--- config.mk ---
export PLATFORM = sky130hd
export DESIGN_NAME = uart_cmd_decoder
export DESIGN_NICKNAME = d
export VERILOG_FILES = /design/src/rtl/uart_pkg.sv /design/src/rtl/uart_cmd_decoder_if.sv /design/src/rtl/ascii_hex2nib.sv /design/src/rtl/uart_cmd_decoder_core.sv /design/src/rtl/uart_cmd_decoder.sv
export SDC_FILE = /design/constraint.sdc
export NUM_CORES = 1
export LEC_CHECK = 0
export CORE_MARGIN = 1
export CORE_UTILIZATION = 50
export DETAILED_ROUTE_END_ITERATION = 10
export HOLD_SLACK_MARGIN = 0.1
export PLACE_DENSITY = 0.84
export SKIP_CTS_REPAIR_TIMING = 1
export SYNTH_ARGS = -nofsm -noshare
export SYNTH_HDL_FRONTEND = slang
export SYNTH_SLANG_ARGS = --single-unit
export TNS_END_PERCENT = 30
--- constraint.sdc ---
create_clock -name sys_clk -period 3.8 [get_ports sys_clk]
set_input_delay 0.76 -clock sys_clk [delete_from_list [all_inputs] [get_ports sys_clk]]
set_output_delay 0.76 -clock sys_clk [all_outputs]
set_load 0.005 [all_outputs]
--- src/rtl/uart_pkg.sv ---
// Shared state encodings, ASCII constants, error codes and payload type for
// the UART command decoder.
package uart_pkg;

  localparam int unsigned ADDR_W      = 8;
  localparam int unsigned DATA_W      = 32;
  localparam int unsigned TMO_W       = 32;
  localparam int unsigned DIG_W       = 3;
  localparam int unsigned ADDR_DIGITS = ADDR_W / 4;
  localparam int unsigned DATA_DIGITS = DATA_W / 4;

  localparam logic [7:0] ASCII_W  = 8'h57;
  localparam logic [7:0] ASCII_R  = 8'h52;
  localparam logic [7:0] ASCII_CR = 8'h0D;
  localparam logic [7:0] ASCII_LF = 8'h0A;

  typedef enum logic [2:0] {
    S0_IDLE = 3'd0,
    S1_ADDR = 3'd1,
    S2_DATA = 3'd2,
    S3_CR   = 3'd3,
    S4_LF   = 3'd4,
    S5_EXEC = 3'd5,
    S6_ERR  = 3'd6
  } state_e;

  typedef enum logic [1:0] {
    ERR_BAD_CHAR = 2'd0,
    ERR_TIMEOUT  = 2'd1,
    ERR_BAD_OP   = 2'd2
  } err_e;

  typedef struct packed {
    logic [ADDR_W-1:0] addr;
    logic [DATA_W-1:0] wdata;
  } cmd_payload_t;

  // Terminal count of the inter-byte timeout counter, in clock cycles.
  function automatic int unsigned timeout_clk(input int unsigned clk_freq,
                                              input int unsigned timeout_us);
    return (clk_freq / 32'd1_000_000) * timeout_us - 32'd1;
  endfunction

endpackage

--- src/rtl/uart_cmd_decoder_if.sv ---
// Byte-in / command-out bus between a UART receiver and the command decoder.
interface uart_cmd_decoder_if;
  import uart_pkg::*;

  logic [7:0]        rx_data;
  logic              rx_vld;
  logic              cmd_wr;
  logic              cmd_rd;
  logic [ADDR_W-1:0] cmd_addr;
  logic [DATA_W-1:0] cmd_wdata;
  logic              cmd_err;
  logic [1:0]        err_code;
  logic              busy;

  modport master (
    output rx_data, rx_vld,
    input  cmd_wr, cmd_rd, cmd_addr, cmd_wdata, cmd_err, err_code, busy
  );

  modport slave (
    input  rx_data, rx_vld,
    output cmd_wr, cmd_rd, cmd_addr, cmd_wdata, cmd_err, err_code, busy
  );

endinterface

--- src/rtl/ascii_hex2nib.sv ---
// Combinational ASCII hex digit decoder (case-insensitive) to {valid, nibble}.
module ascii_hex2nib (
  input  logic [7:0] ascii,
  output logic       valid_c,
  output logic [3:0] nib_c
);

  always_comb begin
    valid_c = 1'b0;
    nib_c   = 4'd0;
    if (ascii >= 8'h30 && ascii <= 8'h39) begin
      valid_c = 1'b1;
      nib_c   = 4'(ascii - 8'h30);
    end else if (ascii >= 8'h41 && ascii <= 8'h46) begin
      valid_c = 1'b1;
      nib_c   = 4'(ascii - 8'h37);
    end else if (ascii >= 8'h61 && ascii <= 8'h66) begin
      valid_c = 1'b1;
      nib_c   = 4'(ascii - 8'h57);
    end
  end

endmodule

--- src/rtl/uart_cmd_decoder_core.sv ---
// Frame parser FSM for "W<aa><dddddddd>\r\n" / "R<aa>\r\n" commands.
// Inter-byte timeout is compiled in only with UART_CMD_TIMEOUT_EN defined.
module uart_cmd_decoder_core
  import uart_pkg::*;
#(
  parameter int unsigned TIMEOUT_CLK = 32'd49_999
) (
  input logic               clk,
  input logic               rst_n,
  uart_cmd_decoder_if.slave bus
);

  state_e           state;
  state_e           state_nxt;
  err_e             err_cause;
  logic             op_wr;
  logic [DIG_W-1:0] dig_cnt;
  cmd_payload_t     shadow;
  logic             hex_vld;
  logic [3:0]       hex_nib;
  logic             tmo_hit;

  logic             cmd_wr_d, cmd_rd_d, cmd_err_d, busy_d;
  cmd_payload_t     cmd_d;
  err_e             err_code_d;
  logic             cmd_wr_q, cmd_rd_q, cmd_err_q, busy_q;
  cmd_payload_t     cmd_q;
  err_e             err_code_q;

  if (TIMEOUT_CLK == 0) begin : g_cfg_chk
    $error("uart_cmd_decoder: timeout must be at least one clock cycle");
  end

  ascii_hex2nib u_hex2nib (
    .ascii   (bus.rx_data),
    .valid_c (hex_vld),
    .nib_c   (hex_nib)
  );

`ifdef UART_CMD_TIMEOUT_EN
  logic [TMO_W-1:0] tmo_cnt;
  logic             in_frame;

  assign in_frame = (state == S1_ADDR) || (state == S2_DATA) ||
                    (state == S3_CR)   || (state == S4_LF);

  // Cycles since the last accepted byte; an arriving byte always clears it.
  always_ff @(posedge clk or negedge rst_n) begin
    if (!rst_n)                     tmo_cnt <= '0;
    else if (!in_frame || bus.rx_vld) tmo_cnt <= '0;
    else                            tmo_cnt <= tmo_cnt + TMO_W'(1);
  end

  assign tmo_hit = in_frame && (tmo_cnt == TMO_W'(TIMEOUT_CLK));
`else
  assign tmo_hit = 1'b0;
`endif

  always_ff @(posedge clk or negedge rst_n) begin
    if (!rst_n) state <= S0_IDLE;
    else        state <= state_nxt;
  end

  always_comb begin
    state_nxt = state;
    err_cause = ERR_BAD_CHAR;
    case (state)
      S0_IDLE: if (bus.rx_vld) begin
        if (bus.rx_data == ASCII_W || bus.rx_data == ASCII_R) begin
          state_nxt = S1_ADDR;
        end else if (bus.rx_data != ASCII_CR && bus.rx_data != ASCII_LF) begin
          state_nxt = S6_ERR;
          err_cause = ERR_BAD_OP;
        end
      end
      S1_ADDR: if (bus.rx_vld) begin
        if (!hex_vld)                                 state_nxt = S6_ERR;
        else if (dig_cnt == DIG_W'(ADDR_DIGITS - 1)) state_nxt = op_wr ? S2_DATA : S3_CR;
      end
      S2_DATA: if (bus.rx_vld) begin
        if (!hex_vld)                                 state_nxt = S6_ERR;
        else if (dig_cnt == DIG_W'(DATA_DIGITS - 1)) state_nxt = S3_CR;
      end
      S3_CR: if (bus.rx_vld) state_nxt = (bus.rx_data == ASCII_CR) ? S4_LF : S6_ERR;
      S4_LF: if (bus.rx_vld) state_nxt = (bus.rx_data == ASCII_LF) ? S5_EXEC : S6_ERR;
      S5_EXEC: state_nxt = S0_IDLE;
      S6_ERR:  state_nxt = S0_IDLE;
      default: state_nxt = S0_IDLE;
    endcase
    // A byte arriving on the terminal count takes priority over the timeout.
    if (tmo_hit && !bus.rx_vld) begin
      state_nxt = S6_ERR;
      err_cause = ERR_TIMEOUT;
    end
  end

  always_comb begin
    cmd_wr_d   = 1'b0;
    cmd_rd_d   = 1'b0;
    cmd_err_d  = 1'b0;
    busy_d     = (state_nxt != S0_IDLE);
    cmd_d      = cmd_q;
    err_code_d = err_code_q;
    if (state_nxt == S5_EXEC) begin
      cmd_wr_d   = op_wr;
      cmd_rd_d   = !op_wr;
      cmd_d.addr = shadow.addr;
      if (op_wr) cmd_d.wdata = shadow.wdata;
    end
    if (state_nxt == S6_ERR) begin
      cmd_err_d  = 1'b1;
      err_code_d = err_cause;
    end
  end

  // Opcode, digit counter and shadow shift registers.
  always_ff @(posedge clk or negedge rst_n) begin
    if (!rst_n) begin
      op_wr   <= 1'b0;
      dig_cnt <= '0;
      shadow  <= '0;
    end else begin
      if (state == S0_IDLE && state_nxt == S1_ADDR) op_wr <= (bus.rx_data == ASCII_W);
      if (state_nxt != state)          dig_cnt <= '0;
      else if (bus.rx_vld && hex_vld)  dig_cnt <= dig_cnt + DIG_W'(1);
      if (bus.rx_vld && hex_vld) begin
        if (state == S1_ADDR)      shadow.addr  <= {shadow.addr[ADDR_W-5:0], hex_nib};
        else if (state == S2_DATA) shadow.wdata <= {shadow.wdata[DATA_W-5:0], hex_nib};
      end
    end
  end

  always_ff @(posedge clk or negedge rst_n) begin
    if (!rst_n) begin
      cmd_wr_q   <= 1'b0;
      cmd_rd_q   <= 1'b0;
      cmd_err_q  <= 1'b0;
      busy_q     <= 1'b0;
      cmd_q      <= '0;
      err_code_q <= ERR_BAD_CHAR;
    end else begin
      cmd_wr_q   <= cmd_wr_d;
      cmd_rd_q   <= cmd_rd_d;
      cmd_err_q  <= cmd_err_d;
      busy_q     <= busy_d;
      cmd_q      <= cmd_d;
      err_code_q <= err_code_d;
    end
  end

  assign bus.cmd_wr    = cmd_wr_q;
  assign bus.cmd_rd    = cmd_rd_q;
  assign bus.cmd_err   = cmd_err_q;
  assign bus.busy      = busy_q;
  assign bus.cmd_addr  = cmd_q.addr;
  assign bus.cmd_wdata = cmd_q.wdata;
  assign bus.err_code  = err_code_q;

endmodule

--- src/rtl/uart_cmd_decoder.sv ---
// UART ASCII command decoder top: flat receiver-facing ports around the parser.
// Optional inter-byte timeout enabled by macro UART_CMD_TIMEOUT_EN.
module uart_cmd_decoder
  import uart_pkg::*;
#(
  parameter int unsigned CLK_FREQ   = 50_000_000,
  parameter int unsigned TIMEOUT_US = 1000
) (
  input  logic              sys_clk,
  input  logic              sys_rst_n,
  input  logic [7:0]        rx_data,
  input  logic              rx_vld,
  output logic              cmd_wr,
  output logic              cmd_rd,
  output logic [ADDR_W-1:0] cmd_addr,
  output logic [DATA_W-1:0] cmd_wdata,
  output logic              cmd_err,
  output logic [1:0]        err_code,
  output logic              busy
);

  localparam int unsigned TIMEOUT_CLK = timeout_clk(CLK_FREQ, TIMEOUT_US);

  uart_cmd_decoder_if bus ();

  assign bus.rx_data = rx_data;
  assign bus.rx_vld  = rx_vld;
  assign cmd_wr      = bus.cmd_wr;
  assign cmd_rd      = bus.cmd_rd;
  assign cmd_addr    = bus.cmd_addr;
  assign cmd_wdata   = bus.cmd_wdata;
  assign cmd_err     = bus.cmd_err;
  assign err_code    = bus.err_code;
  assign busy        = bus.busy;

  uart_cmd_decoder_core #(
    .TIMEOUT_CLK (TIMEOUT_CLK)
  ) u_core (
    .clk   (sys_clk),
    .rst_n (sys_rst_n),
    .bus   (bus.slave)
  );

endmodule

Word-level counts from Yosys, hierarchy flattened
Cells that the tools add are included.
- bits in registers: 93
- latch bits: 0
- bits in writable memories: 0
- ROM bits: 0
- bits of input ports: 11
- logic and storage cells: 83
- memories: 0
- $add $sub $neg: 4
- multipliers: 0
- divide/modulo/power cells: 0
- order comparisons: 6
- equal/unequal tests: 16
- shift operators: 0
- mux-type cells: 30
- bitwise logic cells: 1
- reductions and logical operators: 14
- operators by type and width (operator ; count):
    2-to-1 mux 3 bit ; 13
    == test 8 x 4 -> 1 bit, second input constant ; 2
    == test 8 x 7 -> 1 bit, second input constant ; 2
    >= comparator 8 x 7 -> 1 bit, second input constant ; 2
    less-or-equal comparator 8 x 7 -> 1 bit, second input constant ; 2
    != test 8 x 4 -> 1 bit, second input constant ; 2
    case mux 3 bit (5 select lines) ; 1
    == test 3 bit, second input constant ; 4
    2-to-1 mux 2 bit ; 6
    2-to-1 mux 4 bit ; 3
    == test 3 x 1 -> 1 bit, second input constant ; 3
    >= comparator 8 x 6 -> 1 bit, second input constant ; 1
    less-or-equal comparator 8 x 6 -> 1 bit, second input constant ; 1
    subtractor 4 x 3 -> 4 bit, second input constant ; 2
    2-to-1 mux 1 bit ; 7
    == test 3 x 2 -> 1 bit, second input constant ; 2
    logical AND 1 bit ; 6
    AND reduction 2 bit ; 2
    subtractor 4 x 1 -> 4 bit, second input constant ; 1
    adder 3 x 1 -> 3 bit, second input constant ; 1
    logical NOT 3 bit ; 1
    != test 3 bit ; 1
    AND reduction 3 bit ; 1
    nonzero test 3 bit ; 1
    4 further kinds ; 4

Depth between registers and ports, before layout
Gate-level depths: netlist of run 1.
- word-level depth: 10
- gate-level depth with buffers: 8
- gate-level depth less buffers: 8

By module
A second synthesis of run 1 with hierarchy kept.
- cells, all modules: 287
- area total of the unflattened synthesis: 4127.7 um^2
- by module, submodules not included (module ; instances ; cells each ; area an instance (um^2) ; seq. area each (um^2)):
    uart_cmd_decoder_core ; 1 ; 262 ; 3923.8 ; 2302.2
    ascii_hex2nib ; 1 ; 25 ; 203.9 ; 0.0

Worst setup path after synthesis of run 1
Ideal clock, no wire load.
- path kind: input port to flip-flop
- start: in rx_data[3]
- end: reg u_core.busy_q, in the netlist u_core.bus.busy
- setup time: 0.131 ns
- data arrival time: 2.596 ns
- path slack: 1.073 ns
- cell stages on the path: 6
- cells stage by stage: buf_6 or3b_2 nor3_2 nor2_1 or4b_4 or3_1
- cells in the longest elaborated chain, start to end: 9
- elaborated cells on any way between the ends: 33
- RTL lines (what ; RTL line ; RTL):
    start, declared ; uart_cmd_decoder.sv:11 ; input logic [7:0] rx_data,
    >= comparator 8 x 7 -> 1 bit / less-or-equal comparator 8 x 7 -> 1 bit (equally long branches) ; ascii_hex2nib.sv:17 ; end else if (ascii >= 8'h61 && ascii <= 8'h66) begin
    logical AND 1 bit ; ascii_hex2nib.sv:17 ;
    2-to-1 mux 1 bit ; ascii_hex2nib.sv:17 ;
    2-to-1 mux 1 bit ; ascii_hex2nib.sv:14 ; end else if (ascii >= 8'h41 && ascii <= 8'h46) begin
    2-to-1 mux 1 bit ; ascii_hex2nib.sv:11 ; if (ascii >= 8'h30 && ascii <= 8'h39) begin
    2-to-1 mux 3 bit, on equally long branches ; uart_cmd_decoder_core.sv:81, uart_cmd_decoder_core.sv:77 ;
    2-to-1 mux 3 bit, on equally long branches ; uart_cmd_decoder_core.sv:80, uart_cmd_decoder_core.sv:76 ;
    case mux 3 bit (5 select lines) (*) ; uart_cmd_decoder_core.sv:67 ; case (state)
    via u_core.state_nxt[1] ; uart_cmd_decoder_core.sv:14 ; state_e state_nxt;
    nonzero test 3 bit (*) ; uart_cmd_decoder_core.sv:101 ; busy_d = (state_nxt != S0_IDLE);
    via u_core.busy_d ; uart_cmd_decoder_core.sv:23 ; logic cmd_wr_d, cmd_rd_d, cmd_err_d, busy_d;
    end signal, assigned ; uart_cmd_decoder_core.sv:145 ; busy_q <= busy_d;
    end, declared ; uart_cmd_decoder_core.sv:26 ; logic cmd_wr_q, cmd_rd_q, cmd_err_q, busy_q;
Mark *: on every way through the listed nets, which the timed path passes. The rest lies on a longest branch.
A chain may end at the register's enable or synchronous reset.

Worst setup path in the final report of run 1
Same ends and word-level chain as after synthesis.

==> results of run 1 <==
-- sequential cells by signal, summed over array words and instances (netlist names) --
name	flops
u_core.op_wr	1
u_core.bus.busy	1
u_core.shadow	40
u_core.bus.cmd_err	1
u_core.bus.cmd_rd	1
u_core.bus.err_code	1
u_core.bus.cmd_wdata	32
u_core.dig_cnt	3
u_core.bus.cmd_addr	8
u_core.state	3
u_core.bus.cmd_wr	1
-- cell usage in the layout (no fill, tap or decap), drive strengths merged, types with 3 or more instances in the layout --
master / synthesis / layout
dfrtp: 92 / 92
mux2: 73 / 73
clkdlybuf4s50: 0 / 54
nand2: 16 / 16
nor2: 10 / 10
o21ai: 9 / 9
clkbuf: 6 / 9
nor3: 9 / 9
inv: 6 / 9
ha: 7 / 7
nand3: 5 / 5
a21oi: 5 / 5
buf: 8 / 5
nor2b: 4 / 4
mux2i: 4 / 4
nor3b: 3 / 3
or4b: 3 / 3
o21bai: 3 / 3
nand2b: 3 / 3
xnor2: 3 / 3
-- cells in the mapped netlist (2+ instances only) --
cell type   n  share of area, %
dfrtp_1    92                57
mux2_2     73                20
nand2_1    16               1.5
nor2_1     10              0.93
o21ai_0     9               1.1
ha_1        7               2.2
nor3_1      7              0.87
clkbuf_1    6              0.56
inv_1       6              0.56
nand3_1     5              0.62
a21oi_1     4              0.50
mux2i_1     4               1.0
nor2b_1     4              0.62
buf_2       3              0.37
buf_4       3              0.56
nand2b_1    3              0.47
nor3b_1     3              0.56
o21bai_1    3              0.56
or4b_4      3               1.0
xnor2_1     3              0.65
a211oi_1    2              0.37
and3_1      2              0.31
and3b_1     2              0.44
buf_6       2              0.56
nand4_1     2              0.31
nor4_1      2              0.31
nor4b_1     2              0.44
o41ai_1     2              0.44
or3b_2      2              0.44
-- routing by layer --
layer	up-vias	GRT usage (%)	wire length [um]
li1	1181	-	-
met1	1256	25.8	3230
met2	57	30.3	3490
met3	14	5.14	277
met4	0	7.67	136
met5	-	0	0
-- path summary, 6_finish.rpt --
path | to | slack, ns | depth (start not counted)
worst min-delay path | u_core.shadow[3] | 0.51 | 2
min in group asynchronous | u_core.shadow[28] | 0.59 | 1
worst max-delay path | u_core.bus.busy | 0.75 | 5
max in group asynchronous | u_core.bus.cmd_wdata[5] | 2.51 | 1
worst min register to register | u_core.shadow[3] | 0.51 | 2
worst max register to register | u_core.bus.busy | 1.54 | 6
-- cell type report --
type	count	area, um2
Clock buffer	9	124
Clock inverter	7	93.8
Fill cell	625	2880
Inverter	6	22.5
Multi-Input combinational cell	188	1620
Sequential cell	92	2300
Tap cell	102	128
Timing Repair Buffer	59	591
-- through the flow --
| stage | hold slack (ns) | area (um2) | cells |
|---|---|---|---|
| after floorplan | 0.464 | 4020 | 300 |
| after global placement | 0.484 | 4670 | 447 |
| after detailed placement | 0.490 | 4670 | 447 |
| after CTS | 0.513 | 4880 | 463 |
| after global routing | 0.522 | 4880 | 463 |
| final | 0.506 | 4880 | 463 |
-- tightest hold or removal path, cell delays in order (launching register included) --
cell and delay (ns):
dfrtp_1 0.36, nand2_1 0.05, o21ai_0 0.06
-- cells by family (layout without fill, tap and decap cells) --
group / Yosys count / count (layout) / synth area share (%)
buffers and inverters: 20 / 81 / 2.61
XOR/XNOR: 3 / 3 / 0.654
AO/OA/AOI/OAI: 30 / 30 / 5.17
flip-flops: 92 / 92 / 57.2
adder cells (fa/ha/maj): 7 / 7 / 2.18
other: 1 / 1 / 0.0933
multiplexers: 77 / 77 / 21.4
AND/OR/NAND/NOR: 70 / 70 / 10.6
-- power by group through the flow --
| stage | combinational, mW | clock, mW | sequential (mW) |
|---|---|---|---|
| 2_1_floorplan | 0.205 | 0 | 1.06 |
| 3_3_place_gp | 0.267 | 0 | 1.09 |
| 3_5_place_dp | 0.272 | 0 | 1.09 |
| 4_1_cts | 0.274 | 0.722 | 1.07 |
| 5_1_grt | 0.305 | 0.763 | 1.08 |
| 6_report | 0.272 | 0.693 | 1.07 |
==> metrics, run 1 <==
Worst Hold Launch u_core.shadow[3]; vias in the first global route 2634; minimum clock period after layout 3.05 ns; clock root buffer clkbuf_8; delay-heaviest family, CP simple AND/OR/NAND/NOR gates; Yosys cell types 47; crit path launch rx_data[3]; DP HPWL 4.94 mm; r2r startpoint u_core.dig_cnt[0]; Max-Cap Viols 0; worst slack, placed 0.383 ns; worst path bufs/invs 1; Die H 91.7 um; Synth Instances 300; crit-path most repeated cell or4b_4; Max IR drop VDD 0.176 mV; Starting Density 51.8%; first-pass GRT wire length 12.6 mm; synthesized area 0.00402 mm2; CP Launch Type input port; RSZ-0062 raised after global routing false; HP Class reg -> reg; net switching power 563 uW; switching part of the total power 27.6%; slew of the pin with the lowest slew margin 1.09 ns; initial antenna violation count 0; core area 0.00777 mm2; CP max stage delay 0.60 ns; I/O Buffers 55; sequential fraction of the synthesis area 57.2%; period utilisation layout 80.4%; die area 0.00841 mm2; total power 2.04 mW; Overflow after GRT 0; Vias/cell 5.42; Area Overhead vs Synth 21.4%; clk_lat worst skew 0.37 ns; Synth Net Count 318; share of total power in the clock network 34.0%; Vias 2508; Flop pwr share 52.6%; htree depth 3; flops & latches, synth 92; Syn Area/Cell 13.4 um2; crit path DAT 3.30 ns; drt wl/cell 15.4 um; I/O pin count 57; row count 32; ANT nets after route 0; final slew viol count 0; CTS buffer count 9; P_int 1.47 mW; Slew HR 27.2%; Max Fclk 327 MHz; drt drc 0; CTS tree built; Clock Tree Buf Depth 2; clk sink count 92; leakage power 2.37 nW; Core Util, Final 62.9%; Crit. End Element flop; drt total wl 7.13 mm; GPL Wtd Cong 0.898; final setup fails 0; hold violation count in the final report 0; initial drt markers 105; Synthesis Warnings 0; EDFF count, synth 0; CP Cell Sequence clkdlybuf4s50_1 -> or4b_4 -> o41ai_1 -> or4b_4 -> or3_1; layout cells sized above 1 29.1%; crit path max fanout 7; total track usage 19.4%; die width 91.7 um; number of nets in the layout 374; ANT cells 0; Post-synth ARST share 100%; slowest CP cell clkdlybuf4s50_1; status completed; final setup TNS 0 ns; PwrDens 417 mW/mm2; post-route setup slack 0.745 ns; clock slew at reported path FFs 0.09 ns; Comb pwr share 13.3%; Top FF cell, synth dfrtp_1; Clock Skews 0.0150 ns; DR pass1 iterations 4; Crit Path Class in -> reg; CP Data Required Time 4.04 ns; largest net degree at the start of global routing 93
Note: power is estimated with default switching activity, not from simulation.
==> run 2: changes to the inputs <==
--- a/config.mk
+++ b/config.mk
@@ -6,10 +6,10 @@
 export NUM_CORES = 1
 export LEC_CHECK = 0
 export CORE_MARGIN = 1
-export CORE_UTILIZATION = 50
+export CORE_UTILIZATION = 49
 export DETAILED_ROUTE_END_ITERATION = 10
 export HOLD_SLACK_MARGIN = 0.1
-export PLACE_DENSITY = 0.84
+export PLACE_DENSITY = 0.86
 export SKIP_CTS_REPAIR_TIMING = 1
 export SYNTH_ARGS = -nofsm -noshare
 export SYNTH_HDL_FRONTEND = slang
==> constraint.sdc (replaced) <==
create_clock -name sys_clk -period 2.8 [get_ports sys_clk]
set_input_delay 0.56 -clock sys_clk [delete_from_list [all_inputs] [get_ports sys_clk]]
set_output_delay 0.56 -clock sys_clk [all_outputs]
set_load 0.005 [all_outputs]
==> run 2 against run 1 <==
Compared with the run above:
- first-iteration DRC count rose by 15%
- largest power group unchanged
- routed wire length grew 8.8%
- utilization is 2.7 points higher
- critical endpoint unchanged
==> metrics, run 2 (synthesis results as in run 1) <==
Vias 2630; PwrDens 541 mW/mm2; GPL Wtd Cong 0.812; commonest non-fill, non-tap cell in the layout dfrtp_1; status completed; ANT cells 0; clock root buffer clkbuf_8; I/O pin count 57; I/O Buffers 55; row count 32; hold violation count in the final report 0; clock slew at reported path FFs 0.09 ns; crit path DAT 2.94 ns; minimum clock period after layout 2.71 ns; most frequent cells in the layout dfrtp_1, mux2_2, clkdlybuf4s50_1; final setup TNS 0 ns; Max-Cap Viols 0; drt total wl 7.75 mm; CP Data Required Time 3.03 ns; area of the multi-input gates 0.00164 mm2; CP Launch Type input port; HP Class in -> async; core area 0.00785 mm2; Overflow after GRT 0; htree depth 3; period utilisation layout 96.6%; DR pass1 iterations 4; clk sink count 92; clk_lat worst skew 0.35 ns; crit path max fanout 5; drt drc 0; vias in the first global route 2735; Crit Path Class in -> reg; number of nets in the layout 405; Die H 92.6 um; Starting Density 51.2%; final slew viol count 0; leakage power 2.52 nW; total track usage 20.0%; Crit. End Element flop; die width 92.6 um; Slew HR 57.5%; slew of the pin with the lowest slew margin 0.638 ns; max reg flops 40; DP Cell Count 478; initial drt markers 121; die area 0.00857 mm2; flop2flop setup slack 0.55 ns; RSZ-0062 raised after global routing false; final setup fails 0; initial antenna violation count 0; Max IR drop VDD 0.305 mV; DP HPWL 5.81 mm; CTS buffer count 9; Fin Hold WS 0.228 ns; first-pass GRT wire length 13.2 mm; ANT nets after route 0; Clock Skews 0.0111 ns; layout cells sized above 1 34.9%; Clock Tree Buf Depth 2; Non-Filler Instances 494; CTS tree built; drt wl/cell 15.7 um; fill cell count 608; total power 2.78 mW; Largest Register u_core.shadow; Vias/cell 5.32; Area Overhead vs Synth 27.9%; Max Fclk 370 MHz; storage element area 0.00230 mm2; largest net degree at the start of global routing 52
-- run 2: worst paths after layout --
| check | from | to | cells past startpoint |
|---|---|---|---|
| max | rx_data[3] | u_core.bus.busy | 6 |
| min | sys_rst_n | u_core.bus.cmd_wdata[16] | 1 |
| max reg2reg | u_core.dig_cnt[0] | u_core.bus.busy | 6 |
| min reg2reg | u_core.bus.cmd_wdata[13] | u_core.bus.cmd_wdata[13] | 1 |
| max in group asynchronous | sys_rst_n | u_core.bus.cmd_wdata[5] | 2 |
| min in group sys_clk | u_core.bus.cmd_wdata[13] | u_core.bus.cmd_wdata[13] | 1 |
-- run 2: per-layer routing --
layer | global-route usage (%) | up-vias | wire length (um)
met5 | 0 | - | 0
met4 | 4.82 | 0 | 54
met3 | 4.52 | 7 | 244
met2 | 34.2 | 57 | 4030
met1 | 25.7 | 1305 | 3430
li1 | - | 1261 | -
-- run 2: power by group --
| part | switching [mW] | internal [mW] |
|---|---|---|
| clock network | 0.457 | 0.422 |
| registers | 0.0722 | 1.39 |
| logic | 0.212 | 0.235 |
-- run 2: through the flow --
step | area, um2 | util, % | setup slack, ns
floorplan | 4020 | - | 0.273
global placement | 4920 | 62.7 | -0.211
detailed placement | 4920 | 62.7 | -0.292
CTS | 5120 | 65.3 | 0.0807
global route | 5140 | 65.5 | 0.00802
finish | 5140 | 65.5 | 0.0938
-- run 2: worst max-delay path: stages --
cell,delay (ns)
clkdlybuf4s50_1,0.53
or4b_4,0.53
o31ai_4,0.28
nor2_1,0.13
or4b_4,0.54
or3_1,0.38
-- run 2: final cells by class --
type | instances | share of cell area, %
flip-flops and latches | 92 | 44.8
clock buffers | 10 | 2.48
well taps | 102 | 2.48
inverters | 6 | 0.438
multi-input cells | 188 | 31.9
clock inverters | 6 | 1.41
repair buffers | 90 | 16.5
